--- src/rtl/mem_stage_access_pkg.sv ---
// Shared definitions for the MEM-stage access unit: funct3 encodings, FSM states,
// default bus timeout and the alignment rule.
package mem_stage_access_pkg;

  localparam logic [2:0] F3_B  = 3'b000;
  localparam logic [2:0] F3_H  = 3'b001;
  localparam logic [2:0] F3_W  = 3'b010;
  localparam logic [2:0] F3_BU = 3'b100;
  localparam logic [2:0] F3_HU = 3'b101;

  localparam int unsigned DEFAULT_TIMEOUT = 255;

  typedef enum logic [1:0] {
    S_IDLE = 2'd0,
    S_WAIT = 2'd1,
    S_DONE = 2'd2
  } state_e;

  // Size comes from funct3[1:0]; encodings 11 fall into the word rule.
  function automatic logic is_aligned(input logic [2:0] f3, input logic [1:0] lo);
    case (f3[1:0])
      2'b00:   is_aligned = 1'b1;
      2'b01:   is_aligned = ~lo[0];
      default: is_aligned = (lo == 2'b00);
    endcase
  endfunction

endpackage

--- src/rtl/mem_align_unit.sv ---
// Combinational lane logic: store byte-enable/data steering, load extension and
// the alignment check, driven from one funct3/lane pair.
module mem_align_unit
  import mem_stage_access_pkg::*;
(
  input  logic [2:0]  funct3_i,
  input  logic [1:0]  lane_i,
  input  logic [31:0] store_data_i,
  input  logic [31:0] rdata_i,
  output logic        aligned_o,
  output logic [3:0]  be_o,
  output logic [31:0] wdata_o,
  output logic [31:0] load_data_o
);

  logic [31:0] shifted;
  logic [7:0]  byte_sel;
  logic [15:0] half_sel;

  assign aligned_o = is_aligned(funct3_i, lane_i);
  assign shifted   = rdata_i >> {lane_i, 3'b000};
  assign byte_sel  = shifted[7:0];
  assign half_sel  = lane_i[1] ? rdata_i[31:16] : rdata_i[15:0];

  always_comb begin
    be_o    = 4'b1111;
    wdata_o = store_data_i;
    case (funct3_i[1:0])
      2'b00: begin
        be_o    = 4'b0001 << lane_i;
        wdata_o = {4{store_data_i[7:0]}};
      end
      2'b01: begin
        be_o    = lane_i[1] ? 4'b1100 : 4'b0011;
        wdata_o = {2{store_data_i[15:0]}};
      end
      default: ;
    endcase
  end

  always_comb begin
    load_data_o = rdata_i;
    case (funct3_i)
      F3_B:    load_data_o = {{24{byte_sel[7]}}, byte_sel};
      F3_BU:   load_data_o = {24'h0, byte_sel};
      F3_H:    load_data_o = {{16{half_sel[15]}}, half_sel};
      F3_HU:   load_data_o = {16'h0, half_sel};
      default: ;
    endcase
  end

endmodule

--- src/rtl/mem_stage_access.sv ---
// MEM-stage load/store unit: issues one req/ack bus access per EX/MEM slot,
// stalls the pipeline until ack or timeout, and formats load data for MEM/WB.
module mem_stage_access
  import mem_stage_access_pkg::*;
#(
  parameter int unsigned TIMEOUT_CYCLES = DEFAULT_TIMEOUT,
  parameter int unsigned ADDR_W         = 32
) (
  input  logic              clk,
  input  logic              reset,
  input  logic              valid_in,
  input  logic              mem_read_in,
  input  logic              mem_write_in,
  input  logic [2:0]        funct3_in,
  input  logic [ADDR_W-1:0] addr_in,
  input  logic [31:0]       store_data_in,
  output logic              dmem_req,
  output logic              dmem_we,
  output logic [ADDR_W-1:0] dmem_addr,
  output logic [3:0]        dmem_be,
  output logic [31:0]       dmem_wdata,
  input  logic              dmem_ack,
  input  logic [31:0]       dmem_rdata,
  output logic [31:0]       read_data,
  output logic              stall,
  output logic              mem_wb_enable,
  output logic              misaligned,
  output logic              bus_error
);

  state_e            state_q, state_d;
  logic              req_q, req_d, we_q, we_d;
  logic [ADDR_W-1:0] addr_q, addr_d;
  logic [3:0]        be_q, be_d;
  logic [31:0]       wdata_q, wdata_d, rdata_q, rdata_d;
  logic              mis_q, mis_d, berr_q, berr_d;
  logic              is_load_q, is_load_d;
  logic [2:0]        f3_q, f3_d;
  logic [1:0]        lane_q, lane_d;
  logic [7:0]        cnt_q, cnt_d;

  logic        start, in_wait;
  logic [2:0]  au_f3;
  logic [1:0]  au_lane;
  logic        au_aligned;
  logic [3:0]  au_be;
  logic [31:0] au_wdata, au_load;

  assign start   = valid_in & (mem_read_in | mem_write_in);
  assign in_wait = (state_q == S_WAIT);

  // The single lane unit sees the live request in IDLE and the latched one in WAIT.
  assign au_f3   = in_wait ? f3_q   : funct3_in;
  assign au_lane = in_wait ? lane_q : addr_in[1:0];

  mem_align_unit u_align (
    .funct3_i     (au_f3),
    .lane_i       (au_lane),
    .store_data_i (store_data_in),
    .rdata_i      (dmem_rdata),
    .aligned_o    (au_aligned),
    .be_o         (au_be),
    .wdata_o      (au_wdata),
    .load_data_o  (au_load)
  );

  always_comb begin
    state_d       = state_q;
    req_d         = req_q;
    we_d          = we_q;
    addr_d        = addr_q;
    be_d          = be_q;
    wdata_d       = wdata_q;
    rdata_d       = rdata_q;
    is_load_d     = is_load_q;
    f3_d          = f3_q;
    lane_d        = lane_q;
    cnt_d         = cnt_q;
    mis_d         = 1'b0;
    berr_d        = 1'b0;
    stall         = 1'b0;
    mem_wb_enable = 1'b1;
    case (state_q)
      S_IDLE: begin
        if (start) begin
          if (au_aligned) begin
            req_d         = 1'b1;
            we_d          = mem_write_in;
            addr_d        = {addr_in[ADDR_W-1:2], 2'b00};
            be_d          = mem_write_in ? au_be : 4'b1111;
            wdata_d       = mem_write_in ? au_wdata : '0;
            is_load_d     = ~mem_write_in;
            f3_d          = funct3_in;
            lane_d        = addr_in[1:0];
            state_d       = S_WAIT;
            stall         = 1'b1;
            mem_wb_enable = 1'b0;
          end else begin
            mis_d   = 1'b1;
            rdata_d = '0;
          end
        end
      end
      S_WAIT: begin
        stall         = 1'b1;
        mem_wb_enable = 1'b0;
        cnt_d         = cnt_q + 8'd1;
        if (dmem_ack) begin
          req_d   = 1'b0;
          state_d = S_DONE;
          if (is_load_q) rdata_d = au_load;
        end else if (cnt_q == 8'(TIMEOUT_CYCLES - 1)) begin
          req_d   = 1'b0;
          rdata_d = '0;
          berr_d  = 1'b1;
          state_d = S_DONE;
        end
      end
      S_DONE: begin
        cnt_d   = '0;
        state_d = S_IDLE;
      end
      default: state_d = S_IDLE;
    endcase
  end

  always_ff @(posedge clk) begin
    if (!reset) begin
      state_q   <= S_IDLE;
      req_q     <= 1'b0;
      we_q      <= 1'b0;
      addr_q    <= '0;
      be_q      <= '0;
      wdata_q   <= '0;
      rdata_q   <= '0;
      mis_q     <= 1'b0;
      berr_q    <= 1'b0;
      is_load_q <= 1'b0;
      f3_q      <= '0;
      lane_q    <= '0;
      cnt_q     <= '0;
    end else begin
      state_q   <= state_d;
      req_q     <= req_d;
      we_q      <= we_d;
      addr_q    <= addr_d;
      be_q      <= be_d;
      wdata_q   <= wdata_d;
      rdata_q   <= rdata_d;
      mis_q     <= mis_d;
      berr_q    <= berr_d;
      is_load_q <= is_load_d;
      f3_q      <= f3_d;
      lane_q    <= lane_d;
      cnt_q     <= cnt_d;
    end
  end

  assign dmem_req   = req_q;
  assign dmem_we    = we_q;
  assign dmem_addr  = addr_q;
  assign dmem_be    = be_q;
  assign dmem_wdata = wdata_q;
  assign read_data  = rdata_q;
  assign misaligned = mis_q;
  assign bus_error  = berr_q;

endmodule

--- config.mk ---
export PLATFORM = sky130hd
export DESIGN_NAME = mem_stage_access
export DESIGN_NICKNAME = d
export VERILOG_FILES = /design/src/rtl/mem_stage_access_pkg.sv /design/src/rtl/mem_align_unit.sv /design/src/rtl/mem_stage_access.sv
export SDC_FILE = /design/constraint.sdc
export NUM_CORES = 1
export LEC_CHECK = 0
export BUFFER_PORTS_ARGS = -buffer_cell sky130_fd_sc_hd__buf_4
export CORE_MARGIN = 10
export CORE_UTILIZATION = 45
export CTS_CLUSTER_SIZE = 10
export DETAILED_ROUTE_END_ITERATION = 16
export GPL_ROUTABILITY_DRIVEN = 0
export MAX_ROUTING_LAYER = met4
export PLACE_DENSITY_LB_ADDON = 0.25
export SLEW_MARGIN = 20
export SYNTH_ARGS = -nofsm -noshare
export SYNTH_HDL_FRONTEND = slang
export SYNTH_HIERARCHICAL = 1
export SYNTH_SLANG_ARGS = --single-unit
--- constraint.sdc ---
create_clock -name clk -period 5.8 [get_ports clk]
set_clock_uncertainty 0.2 [all_clocks]
set_input_delay 1.16 -clock clk [delete_from_list [all_inputs] [get_ports clk]]
set_output_delay 1.16 -clock clk [all_outputs]
set_load 0.005 [all_outputs]
Yosys cells after proc, flatten, opt, wreduce, memory -nomap -nowiden
Index checks and enable logic that the tools add are counted.
{"block": "totals", "register_bits": 118, "wordCells": 80}
{"block": "classes", "addsub": 1, "eq_ne": 12, "shifts": 2, "n_mux": 34, "bitwise": 6, "reduce_logical": 12}
{"op": "32-bit 2-to-1 mux", "n": 6}
{"op": "32-bit case mux with 2 select lines", "n": 2}
{"op": "32-bit case mux with 4 select lines", "n": 1}
{"op": "32-bit by 5-bit right shift with 8-bit output", "n": 1}
{"op": "16-bit 2-to-1 mux", "n": 1}
{"op": "8-bit case mux with 2 select lines", "n": 1}
{"op": "2-bit 2-to-1 mux", "n": 5}
{"op": "1-bit 2-to-1 mux", "n": 9}
{"op": "3-bit AND reduction", "n": 3}
{"op": "8-bit by 1-bit adder with 8-bit output, second input constant", "n": 1}
{"op": "8-bit equality test, second input constant", "n": 1}
{"op": "4-bit 2-to-1 mux", "n": 2}
{"op": "1-bit case mux with 2 select lines", "n": 4}
{"op": "4-bit case mux with 2 select lines", "n": 1}
{"op": "3-bit equality test, second input constant", "n": 2}
{"op": "2-bit zero test", "n": 3}
{"op": "2-bit != test, second input constant", "n": 3}
{"op": "5-bit AND reduction", "n": 1}
{"op": "2-bit by 1-bit equality test with 1-bit output, second input constant", "n": 2}
{"op": "1-bit NOT", "n": 4}
{"op": "2-bit case mux with 2 select lines", "n": 1}
{"op": "4-bit AND reduction", "n": 1}
{"op": "2-bit nonzero test", "n": 2}
{"op": "1-bit by 2-bit << shifter with 4-bit output, first input constant", "n": 1}
{"op": "9 further kinds", "n": 9}

Longest topological paths before layout
{"block": "depth", "depth_word": 7, "ltp_mapped": 13, "ltp_nobuf": 9}

By module
The synthesis kept the hierarchy.
{"mod": "mem_stage_access", "n_inst": 1, "cells_per_inst": 550, "area_each_um2": 4614.4, "seq_area_each_um2": 2362.3}
{"mod": "mem_align_unit", "n_inst": 1, "cells_per_inst": 173, "area_each_um2": 1303.8, "seq_area_each_um2": 0.0}

Worst setup path after synthesis
Ideal clock, no wire load.
{"block": "synth_timing", "path_type": "input-to-output", "from": "in addr_in[1]", "to": "out stall", "arrival_ns": 2.834, "required_ns": 4.440, "setup_slack_ns": 1.606, "cell_stages": 8, "path_buffers": 4, "path_cell_list": "mux2_2 > buf_6 > buf_2 > o21ai_0 > o2111ai_1 > buf_2 > buf_2 > a21oi_1"}
{"block": "synth_via", "elab_chain_cells": 6}
{"item": "start: declaration", "line_no": "mem_stage_access.sv:15", "rtl": "input logic [ADDR_W-1:0] addr_in,"}
{"item": "2-bit 2-to-1 mux", "line_no": "mem_stage_access.sv:54", "rtl": "assign au_lane = in_wait ? lane_q : addr_in[1:0];"}
{"item": "2-bit zero test", "line_no": "mem_stage_access_pkg.sv:24", "rtl": "default: is_aligned = (lo == 2'b00);"}
{"item": "1-bit case mux with 2 select lines", "line_no": "mem_stage_access_pkg.sv:21", "rtl": "case (f3[1:0])"}
{"item": "net au_aligned", "line_no": "mem_stage_access.sv:45", "rtl": "logic au_aligned;"}
{"item": "1-bit 2-to-1 mux", "line_no": "mem_stage_access.sv:86", "rtl": "if (au_aligned) begin"}
{"item": "1-bit 2-to-1 mux", "line_no": "mem_stage_access.sv:85", "rtl": "if (start) begin"}
{"item": "1-bit case mux with 2 select lines", "line_no": "mem_stage_access.sv:83", "rtl": "case (state_q)"}
{"item": "end: declaration", "line_no": "mem_stage_access.sv:25", "rtl": "output logic stall,"}
The timed path passes the listed nets, and every way through them passes these cells.

Worst setup path in the final report
{"block": "layout_timing", "from": "reg state_q[1]", "to": "out stall"}
{"block": "layout_via", "elab_chain_cells": 7, "elab_cells_between_ends": 12, "cone_classes": "2 x eq/ne; 6 x mux; 1 x bitwise; 3 x reduce/logical"}
{"item": "start: declaration", "line_no": "mem_stage_access.sv:31", "rtl": "state_e state_q, state_d;"}
{"item": "start signal: assignment", "line_no": "mem_stage_access.sv:143", "rtl": "state_q <= state_d;"}
{"item": "2-bit by 1-bit equality test with 1-bit output", "line_no": "mem_stage_access.sv:50", "rtl": "assign in_wait = (state_q == S_WAIT);"}
{"item": "2-bit 2-to-1 mux", "line_no": "mem_stage_access.sv:54"}
{"item": "net au_lane[1]", "line_no": "mem_stage_access.sv:44", "rtl": "logic [1:0] au_lane;"}
{"item": "2-bit zero test", "line_no": "mem_stage_access_pkg.sv:24"}
{"item": "1-bit case mux with 2 select lines", "line_no": "mem_stage_access_pkg.sv:21"}
{"item": "net au_aligned", "line_no": "mem_stage_access.sv:45"}
{"item": "1-bit 2-to-1 mux", "line_no": "mem_stage_access.sv:86"}
{"item": "1-bit 2-to-1 mux", "line_no": "mem_stage_access.sv:85"}
{"item": "1-bit case mux with 2 select lines", "line_no": "mem_stage_access.sv:83"}
The timed path passes the listed nets, and every way through them passes these cells.

==> metrics.txt <==
Yosys top cell by area dfxtp_1; Cell Area, Synth 5920 um^2; RSZ-0062 raised after global routing false; Synthesis Warnings 6; pre-CTS setup slack 1540 ps; WP data required 4440 ps; Mapped Cells 723; Clock H-tree levels 4; largest net degree at the start of global routing 76; worst hold-check path type register to register; Initial DRC Count 475; dpl hpwl 13000 um; area delta synth->final 35.5%; CP Launch Type register; n_diodes 0; clk buf depth 2; Pwr Density 401 nW/um^2; core area 12800 um^2; Hold Buf Count CTS 0; crit path max fanout 16; Critical Path AT 3070 ps; Worst-Skew Late Latency 410 ps; routed vias/inst 5.25; fin crit period 4430 ps; syn_area_per_cell 8.19 um^2; CTS clk-pin slew, worst paths 50 ps; antenna-violating nets left 0; fill cell count 1160; Final Hold Vio Count 0; placed insts 1042; crit share post-route 0.764; Pleak 3.52 nW; DR pass1 iterations 5; Rel. slew slack 0.444; #FFs+latches synth 118; final setup vio count 0; Placement Cell Area 7390 um^2; Boundary Pins 211; Setup Buffers After CTS 0; GRT overflow 0; die height 135 um; number of pins with negative max-slew slack in the final report 0; setup TNS 0 ps; Vias 5627; Setup crit end kind primary output; final worst setup slack 1370 ps; Initial Utilization 0.463; post-CTS sizing 0; slew at the pin with the worst max-slew slack 834 ps; CTS tree yes; vias in the first global route 5638; Synth area leaders dfxtp_1 40%, nand2_1 12%, mux2i_1 8.5%, a21oi_1 6.1%, mux2_2 3.2%; IO Port Bufs 208; first-pass GRT wire length 29500 um; die area 18100 um^2; critical path class register to primary output; Max VDD drop 211 uV; cell row count 41; CTS root buffer clkbuf_16; outcome completed; synth unique cells 52; Finished Cell Area 8020 um^2; layout cells sized above 1 0.312; Power Total 3.21 mW; Routed WL per cell 17.5 um; R2R setup slack 1870 ps; fin cells 1072; final wirelength 18800 um; Peak Freq 0.226 GHz; die width 135 um; Seq/Total Area, Yosys 0.399; MaxCap Viol Count 0; DRC violations left 0; initial antenna violation count 0; total clock sinks 118; Synth top area share 0.399; total global-route track usage 0.208; cts bufs inserted 17; Nets 1001
[logic make-up after synthesis]
| family | Yosys count | synth area share |
|---|---|---|
| AO/OA/AOI/OAI | 141 | 0.153 |
| XOR/XNOR | 5 | 0.00740 |
| adder cells (fa/ha/maj) | 7 | 0.0148 |
| buffers and inverters | 78 | 0.0706 |
| flip-flops | 118 | 0.399 |
| multiplexers | 75 | 0.137 |
| other | 1 | 0.000634 |
| AND/OR/NAND/NOR | 298 | 0.217 |
[synth_stat cells (all sizes together)]
| cell type | number |
|---|---|
| a211oi | 1 |
| a21boi | 1 |
| a21o | 1 |
| a21oi | 72 |
| a221o | 7 |
| a22oi | 9 |
| a311oi | 1 |
| a31oi | 1 |
| a32o | 1 |
| and2 | 1 |
| and2b | 1 |
| and3 | 1 |
| and4b | 1 |
| buf | 40 |
| clkbuf | 29 |
| conb | 1 |
| dfxtp | 118 |
| ha | 7 |
| inv | 9 |
| mux2 | 25 |
| mux2i | 50 |
| nand2 | 197 |
| nand3 | 33 |
| nand4 | 4 |
| nor2 | 25 |
| nor2b | 19 |
| nor3 | 6 |
| nor3b | 4 |
| nor4 | 1 |
| o2111ai | 2 |
| o21a | 1 |
| o21ai | 16 |
| o21bai | 4 |
| o221ai | 8 |
| o22ai | 16 |
| or2 | 2 |
| or3 | 2 |
| or3b | 1 |
| xnor2 | 1 |
| xor2 | 4 |
[critical path: stages (launching register included)]
cell and delay (ps):
dfxtp_1 320, inv_1 130, ha_1 430, mux2_2 560, o21ai_0 650, o2111ai_4 200, a21oi_1 230, buf_4 140
[final timing paths]
kind	startpoint	to	cells after the start
worst min-delay path	dmem_wdata[31]	dmem_wdata[31]	2
worst min register to register	dmem_wdata[31]	dmem_wdata[31]	2
worst max register to register	state_q[1]	dmem_addr[14]	9
worst max-delay path	state_q[1]	stall	7
[placed cells by master, fill, tap and decap left out, types with 4 or more instances in the layout]
master,n
nor2b_1,19
buf_4,215
xor2_1,4
a22oi_1,8
a221o_1,7
nor2_1,23
dfxtp_1,118
ha_1,7
nand2_1,197
o22ai_1,16
nor3b_1,4
mux2_2,17
a21oi_1,72
mux2i_1,50
mux2_4,8
bufinv_16,4
o221ai_1,8
nand3_1,33
clkbuf_16,17
nor3_1,5
inv_1,8
o21ai_0,15
[stage by stage]
step / utilization / hold slack, ps
global placement: 0.579 / 238
finish: 0.628 / 251
global route: 0.628 / 268
CTS: 0.627 / 251
floorplan: - / 233
detailed placement: 0.579 / 243
[area by class of cell]
cell class,instances,area [um^2],share of cell area
Multi-Input combinational cell,528,3170,0.396
Sequential cell,118,2360,0.295
Timing Repair Buffer,215,1610,0.201
Inverter,9,33.8,0.00421
Tap cell,172,215,0.0268
Clock buffer,21,470,0.0587
Clock inverter,9,150,0.0187
[sequential cells by signal (all words and copies together), names as in the netlist]
register,flops
dmem_wdata,32
read_data,32
dmem_addr,30
cnt_q,8
dmem_be,4
f3_q,3
lane_q,2
state_q,2
bus_error,1
dmem_req,1
dmem_we,1
is_load_q,1
misaligned,1
[layer usage]
metal | share of wire | GRT usage | up-vias
met5 | 0 | - | -
met3 | 0.092 | 0.0838 | 13
li1 | - | - | 2787
met4 | 0.011 | 0.0568 | 0
met2 | 0.46 | 0.313 | 231
met1 | 0.44 | 0.252 | 2596
[power by group]
group	leakage [nW]	internal, mW	switching (mW)
sequential	0.957	0.900	0.0509
clock	0.301	0.745	0.369
combinational	2.27	0.492	0.655
No activity file was read; power rests on OpenSTA's default activity.
